$ cat src/rtl/ddr4_cmd_queue.sv
// ddr4_cmd_queue: host request FIFO and single-outstanding command sequencer
// placed in front of the DDR4 controller. Requests are queued and then issued
// one at a time as single-cycle write_en/read_en pulses. Read data is returned
// once the controller signals ready. The memory clock enable is dropped after
// the queue has been idle for CKE_IDLE cycles.
//
// Optional feature: define DDR4_CMDQ_TIMEOUT_EN to abort commands that wait
// TIMEOUT_CYCLES without mc_ready. An aborted command returns an error
// response (rsp_err=1, rsp_data=0). Without the macro, WAIT has no time limit
// and rsp_err is tied low.
module ddr4_cmd_queue #(
  parameter int unsigned DEPTH          = 8,
  parameter int unsigned ADDR_W         = 32,
  parameter int unsigned DATA_W         = 8,
  parameter int unsigned ISSUE_GAP      = 4,
  parameter int unsigned CKE_IDLE       = 16,
  parameter int unsigned TIMEOUT_CYCLES = 64
) (
  input  logic                         clk,
  input  logic                         reset,
  input  logic                         req_valid,
  output logic                         req_ready,
  input  logic                         req_write,
  input  logic [ADDR_W-1:0]            req_addr,
  input  logic [DATA_W-1:0]            req_wdata,
  output logic                         mc_write_en,
  output logic                         mc_read_en,
  output logic [ADDR_W-1:0]            mc_address,
  output logic [DATA_W-1:0]            mc_data_in,
  output logic                         mc_clk_enable,
  input  logic                         mc_ready,
  input  logic [DATA_W-1:0]            mc_rdata,
  output logic                         rsp_valid,
  output logic [DATA_W-1:0]            rsp_data,
  output logic                         rsp_err,
  output logic [$clog2(DEPTH+1)-1:0]   count,
  output logic                         busy
);

  localparam int unsigned PTR_W   = $clog2(DEPTH);
  localparam int unsigned CNT_W   = $clog2(DEPTH+1);
  localparam int unsigned GAP_W   = (ISSUE_GAP > 0) ? $clog2(ISSUE_GAP+1) : 1;
  localparam int unsigned IDLE_W  = (CKE_IDLE > 0) ? $clog2(CKE_IDLE+1) : 1;
  localparam int unsigned ENTRY_W = 1 + ADDR_W + DATA_W;

  // Elaboration-time parameter sanity checks
  if ((DEPTH < 2) || ((DEPTH & (DEPTH - 1)) != 0)) begin : g_bad_depth
    $error("ddr4_cmd_queue: DEPTH must be a power of two >= 2");
  end
  if ((CKE_IDLE < 1) || (TIMEOUT_CYCLES < 1)) begin : g_bad_limits
    $error("ddr4_cmd_queue: CKE_IDLE and TIMEOUT_CYCLES must be >= 1");
  end

  typedef enum logic [1:0] {ST_IDLE, ST_ISSUE, ST_WAIT, ST_GAP} state_t;

  state_t              state_q, state_d;
  logic [ENTRY_W-1:0]  mem_q [DEPTH];
  logic [ENTRY_W-1:0]  head;
  logic [PTR_W-1:0]    wr_ptr_q, wr_ptr_d, rd_ptr_q, rd_ptr_d;
  logic [CNT_W-1:0]    count_q, count_d;
  logic                push, pop, full, empty, busy_w, complete;
  logic                cke_q, cke_d, cke_prev_q;
  logic [IDLE_W-1:0]   idle_cnt_q, idle_cnt_d;
  logic [GAP_W-1:0]    gap_cnt_q, gap_cnt_d;
  logic [ADDR_W-1:0]   addr_q, addr_d;
  logic [DATA_W-1:0]   wdata_q, wdata_d;
  logic                cmd_write_q, cmd_write_d;
  logic                rsp_valid_q, rsp_valid_d;
  logic [DATA_W-1:0]   rsp_data_q, rsp_data_d;
`ifdef DDR4_CMDQ_TIMEOUT_EN
  localparam int unsigned WAIT_W = $clog2(TIMEOUT_CYCLES+1);
  logic [WAIT_W-1:0]   wait_cnt_q, wait_cnt_d;
  logic                rsp_err_q, rsp_err_d;
`endif

  assign full      = (count_q == CNT_W'(DEPTH));
  assign empty     = (count_q == '0);
  assign push      = req_valid && !full;
  assign busy_w    = (state_q != ST_IDLE) || !empty;
  // Issue only once the memory clock has been running for two cycles
  assign pop       = (state_q == ST_IDLE) && !empty && cke_q && cke_prev_q;
  assign head      = mem_q[rd_ptr_q];

  // Request storage: written on accepted push, head consumed on pop
  always_ff @(posedge clk) begin
    if (push) begin
      mem_q[wr_ptr_q] <= {req_write, req_addr, req_wdata};
    end
  end

  // FIFO pointer and occupancy update; pointers wrap naturally at DEPTH
  always_comb begin
    wr_ptr_d = wr_ptr_q;
    rd_ptr_d = rd_ptr_q;
    count_d  = count_q;
    if (push) wr_ptr_d = wr_ptr_q + PTR_W'(1);
    if (pop)  rd_ptr_d = rd_ptr_q + PTR_W'(1);
    case ({push, pop})
      2'b10:   count_d = count_q + CNT_W'(1);
      2'b01:   count_d = count_q - CNT_W'(1);
      default: count_d = count_q;
    endcase
  end

  // Clock-enable manager: on at push, off after CKE_IDLE idle cycles
  always_comb begin
    cke_d      = cke_q;
    idle_cnt_d = idle_cnt_q;
    if (push) begin
      cke_d      = 1'b1;
      idle_cnt_d = '0;
    end else if (busy_w) begin
      idle_cnt_d = '0;
    end else if (cke_q) begin
      if (idle_cnt_q == IDLE_W'(CKE_IDLE - 1)) begin
        cke_d      = 1'b0;
        idle_cnt_d = '0;
      end else begin
        idle_cnt_d = idle_cnt_q + IDLE_W'(1);
      end
    end
  end

  // Sequencer next-state, command capture and response generation
  always_comb begin
    state_d     = state_q;
    addr_d      = addr_q;
    wdata_d     = wdata_q;
    cmd_write_d = cmd_write_q;
    gap_cnt_d   = gap_cnt_q;
    rsp_valid_d = 1'b0;
    rsp_data_d  = rsp_data_q;
    complete    = 1'b0;
`ifdef DDR4_CMDQ_TIMEOUT_EN
    wait_cnt_d  = wait_cnt_q;
    rsp_err_d   = rsp_err_q;
`endif
    case (state_q)
      ST_IDLE: begin
        if (pop) begin
          {cmd_write_d, addr_d, wdata_d} = head;
          state_d = ST_ISSUE;
        end
      end
      ST_ISSUE: begin
        // mc_ready during the issue cycle is deliberately not looked at
        state_d = ST_WAIT;
`ifdef DDR4_CMDQ_TIMEOUT_EN
        wait_cnt_d = '0;
`endif
      end
      ST_WAIT: begin
        if (mc_ready) begin
          complete = 1'b1;
          if (!cmd_write_q) begin
            rsp_valid_d = 1'b1;
            rsp_data_d  = mc_rdata;
`ifdef DDR4_CMDQ_TIMEOUT_EN
            rsp_err_d   = 1'b0;
`endif
          end
        end
`ifdef DDR4_CMDQ_TIMEOUT_EN
        else if (wait_cnt_q == WAIT_W'(TIMEOUT_CYCLES - 1)) begin
          complete    = 1'b1;
          rsp_valid_d = 1'b1;
          rsp_err_d   = 1'b1;
          rsp_data_d  = '0;
        end else begin
          wait_cnt_d = wait_cnt_q + WAIT_W'(1);
        end
`endif
      end
      ST_GAP: begin
        gap_cnt_d = gap_cnt_q - GAP_W'(1);
        if (gap_cnt_q <= GAP_W'(1)) state_d = ST_IDLE;
      end
      default: state_d = ST_IDLE;
    endcase
    if (complete) begin
      if (ISSUE_GAP == 0) begin
        state_d = ST_IDLE;
      end else begin
        state_d   = ST_GAP;
        gap_cnt_d = GAP_W'(ISSUE_GAP);
      end
    end
  end

  // State registers with synchronous reset
  always_ff @(posedge clk) begin
    if (reset) begin
      state_q     <= ST_IDLE;
      wr_ptr_q    <= '0;
      rd_ptr_q    <= '0;
      count_q     <= '0;
      cke_q       <= 1'b0;
      cke_prev_q  <= 1'b0;
      idle_cnt_q  <= '0;
      gap_cnt_q   <= '0;
      addr_q      <= '0;
      wdata_q     <= '0;
      cmd_write_q <= 1'b0;
      rsp_valid_q <= 1'b0;
      rsp_data_q  <= '0;
`ifdef DDR4_CMDQ_TIMEOUT_EN
      wait_cnt_q  <= '0;
      rsp_err_q   <= 1'b0;
`endif
    end else begin
      state_q     <= state_d;
      wr_ptr_q    <= wr_ptr_d;
      rd_ptr_q    <= rd_ptr_d;
      count_q     <= count_d;
      cke_q       <= cke_d;
      cke_prev_q  <= cke_q;
      idle_cnt_q  <= idle_cnt_d;
      gap_cnt_q   <= gap_cnt_d;
      addr_q      <= addr_d;
      wdata_q     <= wdata_d;
      cmd_write_q <= cmd_write_d;
      rsp_valid_q <= rsp_valid_d;
      rsp_data_q  <= rsp_data_d;
`ifdef DDR4_CMDQ_TIMEOUT_EN
      wait_cnt_q  <= wait_cnt_d;
      rsp_err_q   <= rsp_err_d;
`endif
    end
  end

  assign req_ready     = !full;
  assign mc_write_en   = (state_q == ST_ISSUE) && cmd_write_q;
  assign mc_read_en    = (state_q == ST_ISSUE) && !cmd_write_q;
  assign mc_address    = addr_q;
  assign mc_data_in    = wdata_q;
  assign mc_clk_enable = cke_q;
  assign rsp_valid     = rsp_valid_q;
  assign rsp_data      = rsp_data_q;
  assign count         = count_q;
  assign busy          = busy_w;
`ifdef DDR4_CMDQ_TIMEOUT_EN
  assign rsp_err       = rsp_err_q;
`else
  assign rsp_err       = 1'b0;
`endif

endmodule

$ cat config.mk
export PLATFORM = sky130hd
export DESIGN_NAME = ddr4_cmd_queue
export DESIGN_NICKNAME = d
export VERILOG_FILES = /design/src/rtl/ddr4_cmd_queue.sv
export SDC_FILE = /design/constraint.sdc
export NUM_CORES = 1
export LEC_CHECK = 0
export CAP_MARGIN = 25
export CORE_ASPECT_RATIO = 0.7
export CORE_UTILIZATION = 55
export DETAILED_ROUTE_END_ITERATION = 6
export GPL_ROUTABILITY_DRIVEN = 0
export GPL_TIMING_DRIVEN = 0
export HOLD_SLACK_MARGIN = 0.06
export PLACE_DENSITY_LB_ADDON = 0.3
export SKIP_CTS_REPAIR_TIMING = 1
export SYNTH_ARGS = -nofsm -noshare
export SYNTH_HDL_FRONTEND = slang
export SYNTH_SLANG_ARGS = --single-unit
$ cat constraint.sdc
create_clock -name clk -period 6.4 [get_ports clk]
set_clock_uncertainty 0.05 [all_clocks]
set_input_delay 0.96 -clock clk [delete_from_list [all_inputs] [get_ports clk]]
set_output_delay 0.96 -clock clk [all_outputs]
set_load 0.01 [all_outputs]
* After elaboration in Yosys (flattened, before gate mapping)
Memories as Yosys holds them, arrays and structs flattened. A register that Yosys moved wholly into a read port is not among the register bits. Cells that the tools add are included.
Operators by class: $add $sub $neg 6, magnitude comparators 1, equal/unequal tests 10, muxes and demuxes 17, bitwise operators 3, reduce and logical (&&, ||, !) cells 22
Operators with widths (number):
- $mux 1 | 9
- $pmux 4 s2 | 1
- $add 3x1->3 const B | 2
- $eq 2x2->1 const B | 3
- $logic_and 1x1->1 | 6
- $mux 2 | 3
- $mux 3 | 2
- $ne 3x3->1 const B | 2
- $pmux 2 s3 | 1
- $reduce_and 3->1 | 2
- $reduce_bool 2->1 | 3
- $reduce_or 3->1 | 2
- $add 5x1->5 const B | 1
- $eq 5x4->1 const B | 1
- $mux 5 | 1
- $add 4x1->4 const B | 1
- $eq 2x1->1 const B | 2
- $eq 4x4->1 const B | 1
- $logic_not 4->1 | 1
- $reduce_bool 4->1 | 1
- $sub 4x1->4 const B | 1
- $le 3x1->1 const B | 1
- $logic_not 1->1 | 3
- $not 1->1 | 3
- 6 further kinds | 6
Word-level totals: flip-flop bits (word level) 31, memory bits (writable) 328, bits of input ports 53, logic and storage cells 71, memories 1
Memory list:
- mem_q | depth 8, width 41, rd ports 1, clocked after memory_dff 1, wr ports 1, RTL line 57 | logic [ENTRY_W-1:0] mem_q [DEPTH];

* Logic depth before layout (Yosys ltp)
word-level depth 8, mapped depth 12, mapped depth without buffers 9

* Least setup slack after synthesis
No wires, ideal clock.
kind input to register, from input port req_valid, to memory mem_q[0][0] in the netlist's numbering (enable), setup time 0.542 ns, arrival time 4.993 ns, path slack 0.816 ns, cell stages on the path 2, cells stage by stage nand2_2 -> nor4_1
On the way: longest elaborated chain between the ends 3
Ends and longest elaborated chain:
- start: declaration | RTL line 21 | input logic req_valid,
- $logic_and 1x1->1 | RTL line 78 | assign push = req_valid && !full;
- $mux 1 | RTL line 86 | if (push) begin
- $mux 1 (implied by the code) | RTL line 87 | mem_q[wr_ptr_q] <= {req_write, req_addr, req_wdata};
- end: declaration | RTL line 57
No other way between the ends.

* Worst setup path in the final report
from register state_q[0], to register count_q[3], in the netlist count[3]
On the way: longest elaborated chain between the ends 6, elaborated cells on any way between the ends 8
Ends and longest elaborated chain:
- start: declaration | RTL line 56 | state_t state_q, state_d;
- start signal: assignment | RTL line 211 | state_q <= state_d;
- $logic_not 2->1 (*) | RTL line 81 | assign pop = (state_q == ST_IDLE) && !empty && cke_q && cke_prev_q;
- $logic_and 1x1->1 (*) (3 in series) | RTL line 81
- named net pop | RTL line 61 | logic push, pop, full, empty, busy_w, complete;
- $eq 2x1->1 / $eq 2x2->1 (equally long branches) | RTL line 98 | case ({push, pop})
- $pmux 4 s2 / $reduce_bool 2->1 (equally long branches)
- end signal: assignment | RTL line 214 | count_q <= count_d;
- end: declaration | RTL line 60 | logic [CNT_W-1:0] count_q, count_d;
The timed path passes the listed nets; every way through them passes the cells marked *. A chain may end at the register's enable or synchronous reset.

==> flow_metrics.py <==
metrics = {
    "global_route": {
        "antenna_found_initial": 1,
        "grt_max_degree": 24,
        "first_global_vias": 8231,
        "grt-ovfl-total": 0,
        "grt_use_total": 0.2342,
        "grt_pass1_wl_mm": 47.76,
    },
    "worst_setup_path": {
        "crit_cells": 10,
        "slowest_delay_ps": 650,
        "end_kind": "register",
        "arrival_ps": 3910,
        "criticalPathCategory": "register to register",
        "crit_slowest_cell": "nor4bb_1",
        "worst_r2r_path_depth": 10,
        "start_kind": "register",
        "cp.required_ps": 6750,
        "cp_max_fo": 11,
        "crit_family": "simple AND/OR/NAND/NOR gates",
        "crit_buf_inv": 3,
        "cp_cell_sequence": "nor4bb_1 -> and2_1 -> buf_2 -> buf_1 -> ha_1 -> clkbuf_1 -> nor4b_1 -> o21ai_0 -> o31ai_1 -> mux2_2",
    },
    "die": {
        "ios": 112,
        "dieWidth_um": 198.0,
        "fp.dieH_um": 139.2,
        "num_rows": 49,
        "start_util": 0.5676,
        "dieArea_um2": 27560,
        "core_region_area_um2": 26060,
    },
    "layout": {
        "final_cell_count_no_fill": 1350,
        "final_cell_mix": "edfxtp_1, clkdlybuf4s50_1, mux4_2",
        "layout.nets": 1028,
        "layout-drive-gt1-share": 0.1825,
        "syn2layout_area_growth_pct": 20.96,
        "final_core_util": 0.6866,
        "finalInstanceArea_um2": 17890,
        "final_common_cell": "edfxtp_1",
    },
    "power_and_ir_drop": {
        "cellLeakagePower_uw": 0.005656,
        "p_total_uw": 5325,
        "ir_worst_vdd_mv": 0.1845,
        "pwr_density_cell_nw_per_um2": 297.6,
    },
    "clock_tree": {
        "numCtsBuffers": 37,
        "clk_root_buffer_cell": "clkbuf_16",
        "htreeDepth": 2,
        "clockBufferDepth": 3,
        "clkTransAtPathRegs_ps": 60,
        "clk-insertion-delay-late_ps": 510,
        "cts_tree": "done",
        "clock-sinks": 400,
    },
    "min_path": {
        "hold_path.class": "register to register",
        "hold_depth": 2,
    },
    "synthesis": {
        "synth_xor_area_frac": 0.004738,
        "synth_edf_count": 328,
        "synth_area_leader_cell": "edfxtp_1",
        "yosys_most_used_dff": "edfxtp_1",
        "ys_types": 45,
        "ys_seq_area_frac": 0.7635,
        "yosysTopAreaCellShare": 0.6660,
        "synthAdderAreaFrac": 0.006768,
        "synthSimpleGateAreaFrac": 0.05415,
        "synth.avg_cell_area_um2": 18.72,
        "synthTopCellsByArea": "edfxtp_1, mux4_2, dfxtp_1, o22ai_1, nor2_1",
        "synth_compound_area_frac": 0.02826,
        "synth_cells": 790,
        "yosys_warnings": 0,
        "synth_top_family_by_area": "multiplexers",
        "synth_area_um2": 14790,
        "async_flop_share": 0,
        "synth.area.mux_share": 0.1277,
        "ys_seq_elements": 400,
        "syn-num-nets": 851,
    },
    "drt": {
        "drt_iter0_markers": 722,
        "viasPerCell": 5.910,
        "vias": 7979,
        "drc": 0,
        "dr.pass1.iters": 5,
        "drtAntennaViolNets": 0,
        "wl_per_cell_um": 22.97,
        "wl_mm": 31.01,
    },
    "sta": {
        "worst_pin_slew_ps": 954.2,
        "timing.final.crit_share": 0.5574,
        "maxSlewHeadroom": 0.3586,
        "rsz0062_at_grt": "false",
        "min_period_ps": 3567,
        "fmax_mhz": 280.3,
        "hold_violations": 0,
        "slew_violations": 0,
        "setup_viol": 0,
    },
    "job": {
        "maxCapViolations": 0,
    },
    "run_status": {
        "status": "finished, final reports clean",
    },
    "place": {
        "port_buffers": 109,
        "dp_hpwl_mm": 19.86,
        "post_dp_cell_area_um2": 16730,
        "place_inst": 1285,
    },
}
## kinds of logic (layout without fill, tap and decap cells)
| kind of cell | after synthesis | count (layout) |
|---|---|---|
| mux | 86 | 86 |
| xor+xnor | 8 | 8 |
| simple gates | 166 | 166 |
| flops | 400 | 400 |
| compound gates | 69 | 69 |
| other cells | 1 | 2 |
| buf+inv | 52 | 254 |
| fa+ha+maj | 8 | 8 |
## cells in the mapped netlist, types with 2 or more instances
library cell  number
nor3_1            45
inv_1              4
mux4_2            82
buf_2              8
mux2i_1            2
edfxtp_1         328
nand3_1            9
o22ai_1           41
mux2_2             2
xnor2_1            2
a41oi_1            2
clkbuf_1          35
ha_1               8
nand2_1           25
buf_1              3
nor4bb_1           3
o21bai_1           2
o21ai_0            5
a31oi_1            2
nand2b_1           4
xor2_1             6
nor2_1            62
a21oi_1           15
nor2b_1            3
dfxtp_1           72
## worst paths after layout
check / startpoint / to / slack [ps]
setup / recovery: state_q[0]$_SDFFE_PP0P_ / count[3]$_SDFFE_PP0P_ / 2830
hold / removal: idle_cnt_q[4]$_SDFFE_PP0P_ / idle_cnt_q[4]$_SDFFE_PP0P_ / 390
setup reg to reg: state_q[0]$_SDFFE_PP0P_ / count[3]$_SDFFE_PP0P_ / 2830
hold reg to reg: idle_cnt_q[4]$_SDFFE_PP0P_ / idle_cnt_q[4]$_SDFFE_PP0P_ / 390
## registers in the layout, summed over array words and instances (netlist names), 3 cells and up
register    count
rsp_data        8
mem_q         328
rd_ptr_q        3
gap_cnt_q       3
mc_address     32
count           4
idle_cnt_q      5
mc_data_in      8
wr_ptr_q        3
## layout make-up
cell class                 count  area [µm²]
sequential                   400       11290
fill                        1646        8167
multi-input combinational    338        3331
timing repair buffer         138        1444
clock buffer                  53        1006
tap                          357       446.7
buffer                        48       201.4
clock inverter                11       152.6
inverter                       4       15.01
antenna                        1       2.502
## tightest hold or removal path: stages, from the launching register on
cell and delay, ps:
dfxtp_1 310, nand2_1 60, nor2_1 30
## report_power, final
group	switching [µW]	internal, µW
sequential	23.6	2880
combinational	145	132
clock	890	1250
## through the flow
stage               hold WS [ps]  TNS [ps]  setup WS [ps]
finish                     392.0         0           2833
CTS                        391.5         0           2837
global placement           375.4   -382250          -3557
detailed placement         382.7         0           2840
global route               419.7         0           2583
floorplan                  362.4         0          815.8
## layer usage
| metal | part of all wire | wire length [µm] | up-vias | GRT usage |
|---|---|---|---|---|
| met5 | 0.00042 | 13 | - | 0 |
| met4 | 0.018 | 562 | 2 | 0.05222 |
| met3 | 0.068 | 2106 | 53 | 0.04304 |
| met2 | 0.48 | 14740 | 306 | 0.3703 |
| met1 | 0.44 | 13590 | 4105 | 0.3437 |
| li1 | - | - | 3513 | - |
No activity file was read; power rests on OpenSTA's default activity.
